$ cat src/rtl/bsg_cache_nb_pkg.sv
// Shared types, width macros and helpers for the bsg_cache_nb DMA concentrator.
`define BSG_CACHE_NB_DMA_PKT_WIDTH(addr_mp, mshr_mp) (1 + (addr_mp) + (mshr_mp))

`define BSG_CACHE_NB_MEM_PKT_WIDTH(addr_mp, blk_mp, mshr_mp, ncache_mp) \
  (`BSG_CACHE_NB_DMA_PKT_WIDTH(addr_mp, mshr_mp) + (((ncache_mp) == 1) ? 0 : $clog2(ncache_mp)))

`define DECLARE_BSG_CACHE_NB_DMA_PKT_S(addr_mp, mshr_mp) \
  typedef struct packed { \
    logic                   write_not_read; \
    logic [(addr_mp)-1:0]   addr; \
    logic [(mshr_mp)-1:0]   mshr_id; \
  } bsg_cache_nb_dma_pkt_s

package bsg_cache_nb_pkg;

  typedef enum logic {
    eWrIdle = 1'b0,
    eWrBusy = 1'b1
  } wr_state_e;

  function automatic int safe_clog2(input int n);
    return (n <= 1) ? 1 : $clog2(n);
  endfunction

endpackage

$ cat src/rtl/bsg_arb_round_robin.sv
// Combinational round-robin pick starting at an internal pointer; the pointer
// advances past the winner only when the grant is consumed.
module bsg_arb_round_robin
  import bsg_cache_nb_pkg::*;
#(
  parameter int width_p = 2,
  localparam int tag_w_lp = safe_clog2(width_p)
) (
  input  logic                clk_i,
  input  logic                reset_i,
  input  logic [width_p-1:0]  reqs_i,
  output logic [width_p-1:0]  grants_o,
  output logic                v_o,
  output logic [tag_w_lp-1:0] tag_o,
  input  logic                yumi_i
);

  logic [tag_w_lp-1:0] ptr_q, ptr_d;

  // Scan from farthest to nearest so the request closest to the pointer wins.
  always_comb begin
    int idx;
    idx      = 0;
    v_o      = 1'b0;
    tag_o    = '0;
    grants_o = '0;
    for (int k = width_p - 1; k >= 0; k--) begin
      idx = (int'(ptr_q) + k) % width_p;
      if (reqs_i[tag_w_lp'(idx)]) begin
        v_o   = 1'b1;
        tag_o = tag_w_lp'(idx);
      end
    end
    if (v_o) grants_o[tag_o] = 1'b1;
  end

  always_comb begin
    ptr_d = ptr_q;
    if (v_o && yumi_i)
      ptr_d = (int'(tag_o) == width_p - 1) ? '0 : tag_o + tag_w_lp'(1);
  end

  always_ff @(posedge clk_i or posedge reset_i) begin
    if (reset_i) ptr_q <= '0;
    else         ptr_q <= ptr_d;
  end

endmodule

$ cat src/rtl/bsg_cache_nb_dma_mux_wr_ctrl.sv
// Write-burst ownership: who owns the evict stream and how many beats remain.
module bsg_cache_nb_dma_mux_wr_ctrl
  import bsg_cache_nb_pkg::*;
#(
  parameter int num_cache_p = 2,
  parameter int bursts_p    = 4,
  localparam int tag_w_lp = safe_clog2(num_cache_p),
  localparam int cnt_w_lp = safe_clog2(bursts_p)
) (
  input  logic                clk_i,
  input  logic                reset_i,
  input  logic                start_i,
  input  logic [tag_w_lp-1:0] owner_i,
  input  logic                beat_i,
  output logic                busy_o,
  output logic [tag_w_lp-1:0] owner_o
);

  localparam logic [cnt_w_lp-1:0] last_beat_lp = cnt_w_lp'(bursts_p - 1);

  wr_state_e           state_q, state_d;
  logic [tag_w_lp-1:0] owner_q, owner_d;
  logic [cnt_w_lp-1:0] cnt_q, cnt_d;

  always_comb begin
    state_d = state_q;
    owner_d = owner_q;
    cnt_d   = cnt_q;
    case (state_q)
      eWrIdle: begin
        if (start_i) begin
          state_d = eWrBusy;
          owner_d = owner_i;
          cnt_d   = '0;
        end
      end
      eWrBusy: begin
        if (beat_i) begin
          if (cnt_q == last_beat_lp) begin
            cnt_d   = '0;
            state_d = eWrIdle;
          end else begin
            cnt_d = cnt_q + cnt_w_lp'(1);
          end
        end
      end
      default: state_d = eWrIdle;
    endcase
  end

  always_ff @(posedge clk_i or posedge reset_i) begin
    if (reset_i) begin
      state_q <= eWrIdle;
      owner_q <= '0;
      cnt_q   <= '0;
    end else begin
      state_q <= state_d;
      owner_q <= owner_d;
      cnt_q   <= cnt_d;
    end
  end

  assign busy_o  = (state_q == eWrBusy);
  assign owner_o = owner_q;

endmodule

$ cat src/rtl/bsg_cache_nb_dma_mux.sv
// Concentrates N caches' DMA packets/evict beats onto one memory channel and
// steers tagged refill beats back to the owning cache.
module bsg_cache_nb_dma_mux
  import bsg_cache_nb_pkg::*;
#(
  parameter int num_cache_p           = 2,
  parameter int addr_width_p          = 32,
  parameter int word_width_p          = 32,
  parameter int block_size_in_words_p = 16,
  parameter int dma_data_width_p      = 128,
  parameter int mshr_els_p            = 4,
  localparam int lg_mshr_lp  = safe_clog2(mshr_els_p),
  localparam int lg_cache_lp = (num_cache_p == 1) ? 0 : $clog2(num_cache_p),
  localparam int pkt_w_lp    = `BSG_CACHE_NB_DMA_PKT_WIDTH(addr_width_p, lg_mshr_lp),
  localparam int mem_pkt_w_lp =
    `BSG_CACHE_NB_MEM_PKT_WIDTH(addr_width_p, block_size_in_words_p, lg_mshr_lp, num_cache_p)
) (
  input  logic                                  clk_i,
  input  logic                                  reset_i,
  input  logic [num_cache_p*pkt_w_lp-1:0]       dma_pkt_i,
  input  logic [num_cache_p-1:0]                dma_pkt_v_i,
  output logic [num_cache_p-1:0]                dma_pkt_yumi_o,
  input  logic [num_cache_p*dma_data_width_p-1:0] dma_data_i,
  input  logic [num_cache_p-1:0]                dma_data_v_i,
  output logic [num_cache_p-1:0]                dma_data_yumi_o,
  output logic [dma_data_width_p-1:0]           dma_data_o,
  output logic [lg_mshr_lp-1:0]                 dma_mshr_id_o,
  output logic [num_cache_p-1:0]                dma_data_v_o,
  input  logic [num_cache_p-1:0]                dma_data_ready_i,
  output logic [mem_pkt_w_lp-1:0]               mem_pkt_o,
  output logic                                  mem_pkt_v_o,
  input  logic                                  mem_pkt_yumi_i,
  output logic [dma_data_width_p-1:0]           mem_wdata_o,
  output logic                                  mem_wdata_v_o,
  input  logic                                  mem_wdata_yumi_i,
  input  logic [dma_data_width_p-1:0]           mem_rdata_i,
  input  logic [lg_cache_lp+lg_mshr_lp-1:0]     mem_rtag_i,
  input  logic                                  mem_rdata_v_i,
  output logic                                  mem_rdata_ready_o
);

  localparam int bursts_lp = block_size_in_words_p * word_width_p / dma_data_width_p;
  localparam int tag_w_lp  = safe_clog2(num_cache_p);

  `DECLARE_BSG_CACHE_NB_DMA_PKT_S(addr_width_p, lg_mshr_lp);

  logic [num_cache_p-1:0][pkt_w_lp-1:0]         pkt_in;
  logic [num_cache_p-1:0][dma_data_width_p-1:0] data_in;
  bsg_cache_nb_dma_pkt_s sel_pkt;

  logic                   live;
  logic                   wr_busy, wr_start, wr_beat;
  logic [tag_w_lp-1:0]    wr_owner, grant_tag;
  logic [num_cache_p-1:0] eligible, grants;
  logic                   grant_v;

  assign pkt_in  = dma_pkt_i;
  assign data_in = dma_data_i;
  assign live    = ~reset_i;

  // Any in-flight evict burst blocks all packets so reads cannot overtake it.
  assign eligible = dma_pkt_v_i & {num_cache_p{~wr_busy}};

  bsg_arb_round_robin #(.width_p(num_cache_p)) arb (
    .clk_i    (clk_i),
    .reset_i  (reset_i),
    .reqs_i   (eligible),
    .grants_o (grants),
    .v_o      (grant_v),
    .tag_o    (grant_tag),
    .yumi_i   (mem_pkt_yumi_i)
  );

  assign sel_pkt     = pkt_in[grant_tag];
  assign mem_pkt_v_o = live & grant_v;
  assign wr_start    = grant_v & mem_pkt_yumi_i & sel_pkt.write_not_read;
  assign wr_beat     = wr_busy & mem_wdata_yumi_i;

  bsg_cache_nb_dma_mux_wr_ctrl #(
    .num_cache_p (num_cache_p),
    .bursts_p    (bursts_lp)
  ) wr_ctrl (
    .clk_i   (clk_i),
    .reset_i (reset_i),
    .start_i (wr_start),
    .owner_i (grant_tag),
    .beat_i  (wr_beat),
    .busy_o  (wr_busy),
    .owner_o (wr_owner)
  );

  assign mem_wdata_o   = data_in[wr_owner];
  assign mem_wdata_v_o = live & wr_busy & dma_data_v_i[wr_owner];

  always_comb begin
    dma_pkt_yumi_o  = '0;
    dma_data_yumi_o = '0;
    for (int i = 0; i < num_cache_p; i++) begin
      dma_pkt_yumi_o[i]  = live & grants[i] & mem_pkt_yumi_i;
      dma_data_yumi_o[i] = live & wr_beat & (wr_owner == tag_w_lp'(i));
    end
  end

  assign dma_data_o = mem_rdata_i;

  if (num_cache_p == 1) begin : g_single
    assign mem_pkt_o         = sel_pkt;
    assign dma_mshr_id_o     = mem_rtag_i;
    assign dma_data_v_o      = live & mem_rdata_v_i;
    assign mem_rdata_ready_o = dma_data_ready_i[0];
  end else begin : g_multi
    logic [lg_cache_lp-1:0] cid;

    assign cid               = mem_rtag_i[lg_mshr_lp +: lg_cache_lp];
    assign mem_pkt_o         = {grant_tag, sel_pkt};
    assign dma_mshr_id_o     = mem_rtag_i[lg_mshr_lp-1:0];
    assign mem_rdata_ready_o = dma_data_ready_i[cid];

    always_comb begin
      dma_data_v_o = '0;
      for (int i = 0; i < num_cache_p; i++)
        dma_data_v_o[i] = live & mem_rdata_v_i & (cid == lg_cache_lp'(i));
    end

    // Cache ids beyond num_cache_p are only representable for non-power-of-two N.
    if ((1 << lg_cache_lp) != num_cache_p) begin : g_cid_chk
      always @(posedge clk_i) begin
        if (!reset_i && mem_rdata_v_i)
          assert (int'(cid) < num_cache_p);
      end
    end
  end

endmodule

$ cat config.mk
export PLATFORM = sky130hd
export DESIGN_NAME = bsg_cache_nb_dma_mux
export DESIGN_NICKNAME = d
export VERILOG_FILES = /design/src/rtl/bsg_cache_nb_pkg.sv /design/src/rtl/bsg_arb_round_robin.sv /design/src/rtl/bsg_cache_nb_dma_mux_wr_ctrl.sv /design/src/rtl/bsg_cache_nb_dma_mux.sv
export SDC_FILE = /design/constraint.sdc
export NUM_CORES = 1
export LEC_CHECK = 0
export ABC_AREA = 1
export CAP_MARGIN = 0
export CORE_AREA = 2 2 299 301
export DETAILED_ROUTE_END_ITERATION = 10
export DIE_AREA = 0 0 301 303
export HOLD_SLACK_MARGIN = 0.1
export MAX_ROUTING_LAYER = met4
export PLACE_DENSITY = 0.34
export REMOVE_ABC_BUFFERS = 1
export SLEW_MARGIN = 5
export SYNTH_ARGS = -nofsm -noshare
export SYNTH_HDL_FRONTEND = slang
export SYNTH_SLANG_ARGS = --single-unit
export TNS_END_PERCENT = 50
$ cat constraint.sdc
create_clock -name clk_i -period 1.55 [get_ports clk_i]
set_input_delay 0.31 -clock clk_i [delete_from_list [all_inputs] [get_ports clk_i]]
set_output_delay 0.31 -clock clk_i [all_outputs]
set_load 0.05 [all_outputs]
==> results.txt <==
Sw Pwr - 12.6 mW
GRT met1 Usage - 0.134
Kind of end point of the critical path - output port
Die W - 301 um
CTS tree - built
Maximum root-to-sink buffer count - 2
Slowest stage delay, CP - 0.55 ns
Critical-path cell list - clkinv_8 -> buf_4 -> clkbuf_16 -> nand2_1 -> nand2_1 -> buf_12
Antenna violations before repair - 3
Routed vias/inst - 2.86
CP startpoint kind - flip-flop
Synth top area cells - nand2_1 56%, buf_4 30%, buf_2 3.9%
Max H-tree Level - 1
Critical path's slowest cell - dfrtp_4
Core area - 88000 um2
Initial Util - 0.0383
Final wirelength - 60400 um
First-pass DRT Iterations - 4
Hold Buf Count CTS - 0
Filler cells - 10000
Post-synth EDFFs - 0
Unrepaired setup endpoints after global routing - yes
I/O pin count - 771
Cells after Synth - 707
Cell mode on critical path - nand2_1
Fin util - 0.144
Measured slew at the worst slew-check pin - 0.246 ns
YS warnings - 0
Total CTS buffers - 3
Antenna viol nets, final - 0
Slew margin rel. - 0.836
Final nets - 1603
Synth cell types - 22
Hold Path Class - flip-flop to flip-flop
Row count - 109
Largest net degree at the start of global routing - 45
Synthesis-to-finish area growth - 277%
Clk_lat worst skew - 0.23 ns
Fraction of registers with async set/reset - 1.00
CTS Sinks - 5
Initial DRC Count - 441
Post-DP HPWL - 48500 um
Most common cell in the netlist - nand2_1
Hold Fails Final Rpt - 0
Hold WS - 0.520 ns
GR Util met3 - 0.138
Synthesized area - 3370 um2
Die area - 91200 um2
Fin Clk Skew - 0.000602 ns
Worst-path clk slew - 0.03 ns
Critical Path RT - 1.24 ns
Crit path buf inv count - 4
Worst vdd ir - 896 uV
Root Driver - clkbuf_16
Failing checks - negative setup slack
Total Power - 23.1 mW
Sw frac - 0.546
Placer's final routability congestion estimate - 0.822
GR Overflow Total - 0
CP arrival - 1.61 ns
Final setup margin - -0.371 ns
Crit path max-delay family - buffers and inverters
Avg WL per Cell - 26.3 um
Crit path kind - flip-flop to output port
Drc violations - 0
Multi-input gate area - 3040 um2
Vias in the first global route - 6762
Grt peak-use layer - met2
Top-area cell type share of the netlist area - 0.559
Status - complete, but fails checks
Yosys top cell by area - nand2_1
Via count - 6565
Max-cap violation count - 0
Seq/Total Area, Yosys - 0.0371
Flip-flop and latch count after synthesis - 5
Top_reg_cell synth - dfrtp_1
# port buffers - 509
Max-slew violations - 0
Met2 Usage GRT - 0.162
F_max - 0.521 GHz
Final Cycle Share - 1.24
Die height - 303 um
Critical-path maximum fanout - 11
Most frequent cells after synthesis - 502 x nand2_1, 134 x buf_4, 26 x buf_2
Synthesized area per cell - 4.77 um2
Sequential Area - 129 um2
Setup violators final - 174
Gate power share - 0.968
Clock power frac - 0.018
Internal Power - 10.5 mW
Global-route wire length before repair - 72000 um
Share of post-route cells with drive strength above 1 - 0.435
Leakage Power - 5.50 nW
Reg power frac - 0.014
Global-route usage over all layers - 0.126
Power Density - 1820 nW/um2
Crit path time final - 1.92 ns
[power by group through the flow]
stage,Combinational (mW),Clock (mW),Sequential (mW)
5_1_grt,23.5,0.435,0.348
6_report,22.4,0.424,0.324
3_3_place_gp,19.9,0,0.309
2_1_floorplan,6.86,0,0.469
4_1_cts,21.7,0.430,0.333
3_5_place_dp,19.9,0,0.310
[sequential cells by signal, indices dropped and copies added (netlist names)]
| name | count |
|---|---|
| wr_ctrl.busy_o | 1 |
| wr_ctrl.cnt_q | 2 |
| arb.ptr_q | 1 |
| wr_ctrl.owner_o | 1 |
[routing by layer]
| layer | wire length (um) | up-vias |
|---|---|---|
| met4 | 223 | 0 |
| met2 | 22900 | 776 |
| met5 | 0 | - |
| met3 | 13900 | 14 |
| li1 | - | 2825 |
| met1 | 23300 | 2950 |
[worst register-to-register path, stage by stage, from the launching register on]
cell and delay [ns]:
dfrtp_1 0.39, inv_2 0.09, nand3_4 0.18, buf_4 0.20, buf_6 0.12, nand2_4 0.05, buf_4 0.09, buf_4 0.10
nand3_4 0.10, nand3_1 0.10, nand2_1 0.06
[per-stage QoR]
step | setup TNS [ns] | instances | instance area, um2 | worst slack (ns)
after global routing | -66.50 | 2299 | 12700 | -0.458
after detailed placement | -46.07 | 2257 | 10900 | -0.703
after floorplan | -413.23 | 540 | 2190 | -3.80
after CTS | -59.77 | 2287 | 12200 | -0.447
final | -52.08 | 2299 | 12700 | -0.371
after global placement | -45.38 | 2257 | 10900 | -0.663
[final timing paths]
kind | slack [ns] | endpoint | start | depth (start not counted)
max in group asynchronous | 0.86 | wr_ctrl.owner_o$_DFFE_PP0P_ | reset_i | 4
hold / removal | 0.52 | wr_ctrl.cnt_q[1]$_DFFE_PP0P_ | wr_ctrl.cnt_q[1]$_DFFE_PP0P_ | 2
setup reg to reg | -0.05 | wr_ctrl.cnt_q[0]$_DFFE_PP0P_ | wr_ctrl.busy_o$_DFF_PP0_ | 10
setup / recovery | -0.37 | mem_wdata_o[37] | wr_ctrl.owner_o$_DFFE_PP0P_ | 6
min in group asynchronous | 0.55 | wr_ctrl.cnt_q[0]$_DFFE_PP0P_ | reset_i | 4
hold reg to reg | 0.52 | wr_ctrl.cnt_q[1]$_DFFE_PP0P_ | wr_ctrl.cnt_q[1]$_DFFE_PP0P_ | 2
[cells by family (layout without fill, tap and decap cells)]
| kind of cell | Yosys count | after routing | share of synthesized area |
|---|---|---|---|
| and+or+nand+nor | 523 | 523 | 0.597 |
| buffers and inverters | 176 | 602 | 0.359 |
| DFF | 5 | 5 | 0.0371 |
| AOI/OAI and AO/OA | 2 | 2 | 0.00297 |
| adders and majority gates | 1 | 1 | 0.00371 |
| other | 0 | 1 | 0 |
[placed cells by master, fill, tap and decap left out, types with 2 or more instances in the layout]
master	instances
nand2_4	85
nor3_1	2
dfrtp_1	4
nor2_2	3
clkdlybuf4s50_1	334
nand3_1	2
buf_16	8
nand3_4	2
nor2_1	4
inv_1	6
buf_12	187
clkbuf_16	8
buf_4	33
buf_8	4
nor3_2	2
nand2_1	283
nand2_2	136
buf_6	16
[layout make-up]
class                   count  area share
diodes                      1    0.000197
clock buffers               4     0.00620
inverters                   9     0.00423
multi-input cells         526       0.240
flip-flops and latches      5      0.0101
well taps                1165       0.115
repair buffers            589       0.625
[repair_timing]
| item | in CTS | in global routing |
|---|---|---|
| buffers inserted | 19 | 8 |
| endpoints found under the setup margin | 177 | 176 |
| gates cloned | 8 | 6 |
| pin swaps | 39 | 42 |
| resized for setup | 256 | 104 |
No activity file was read; power rests on OpenSTA's default activity.
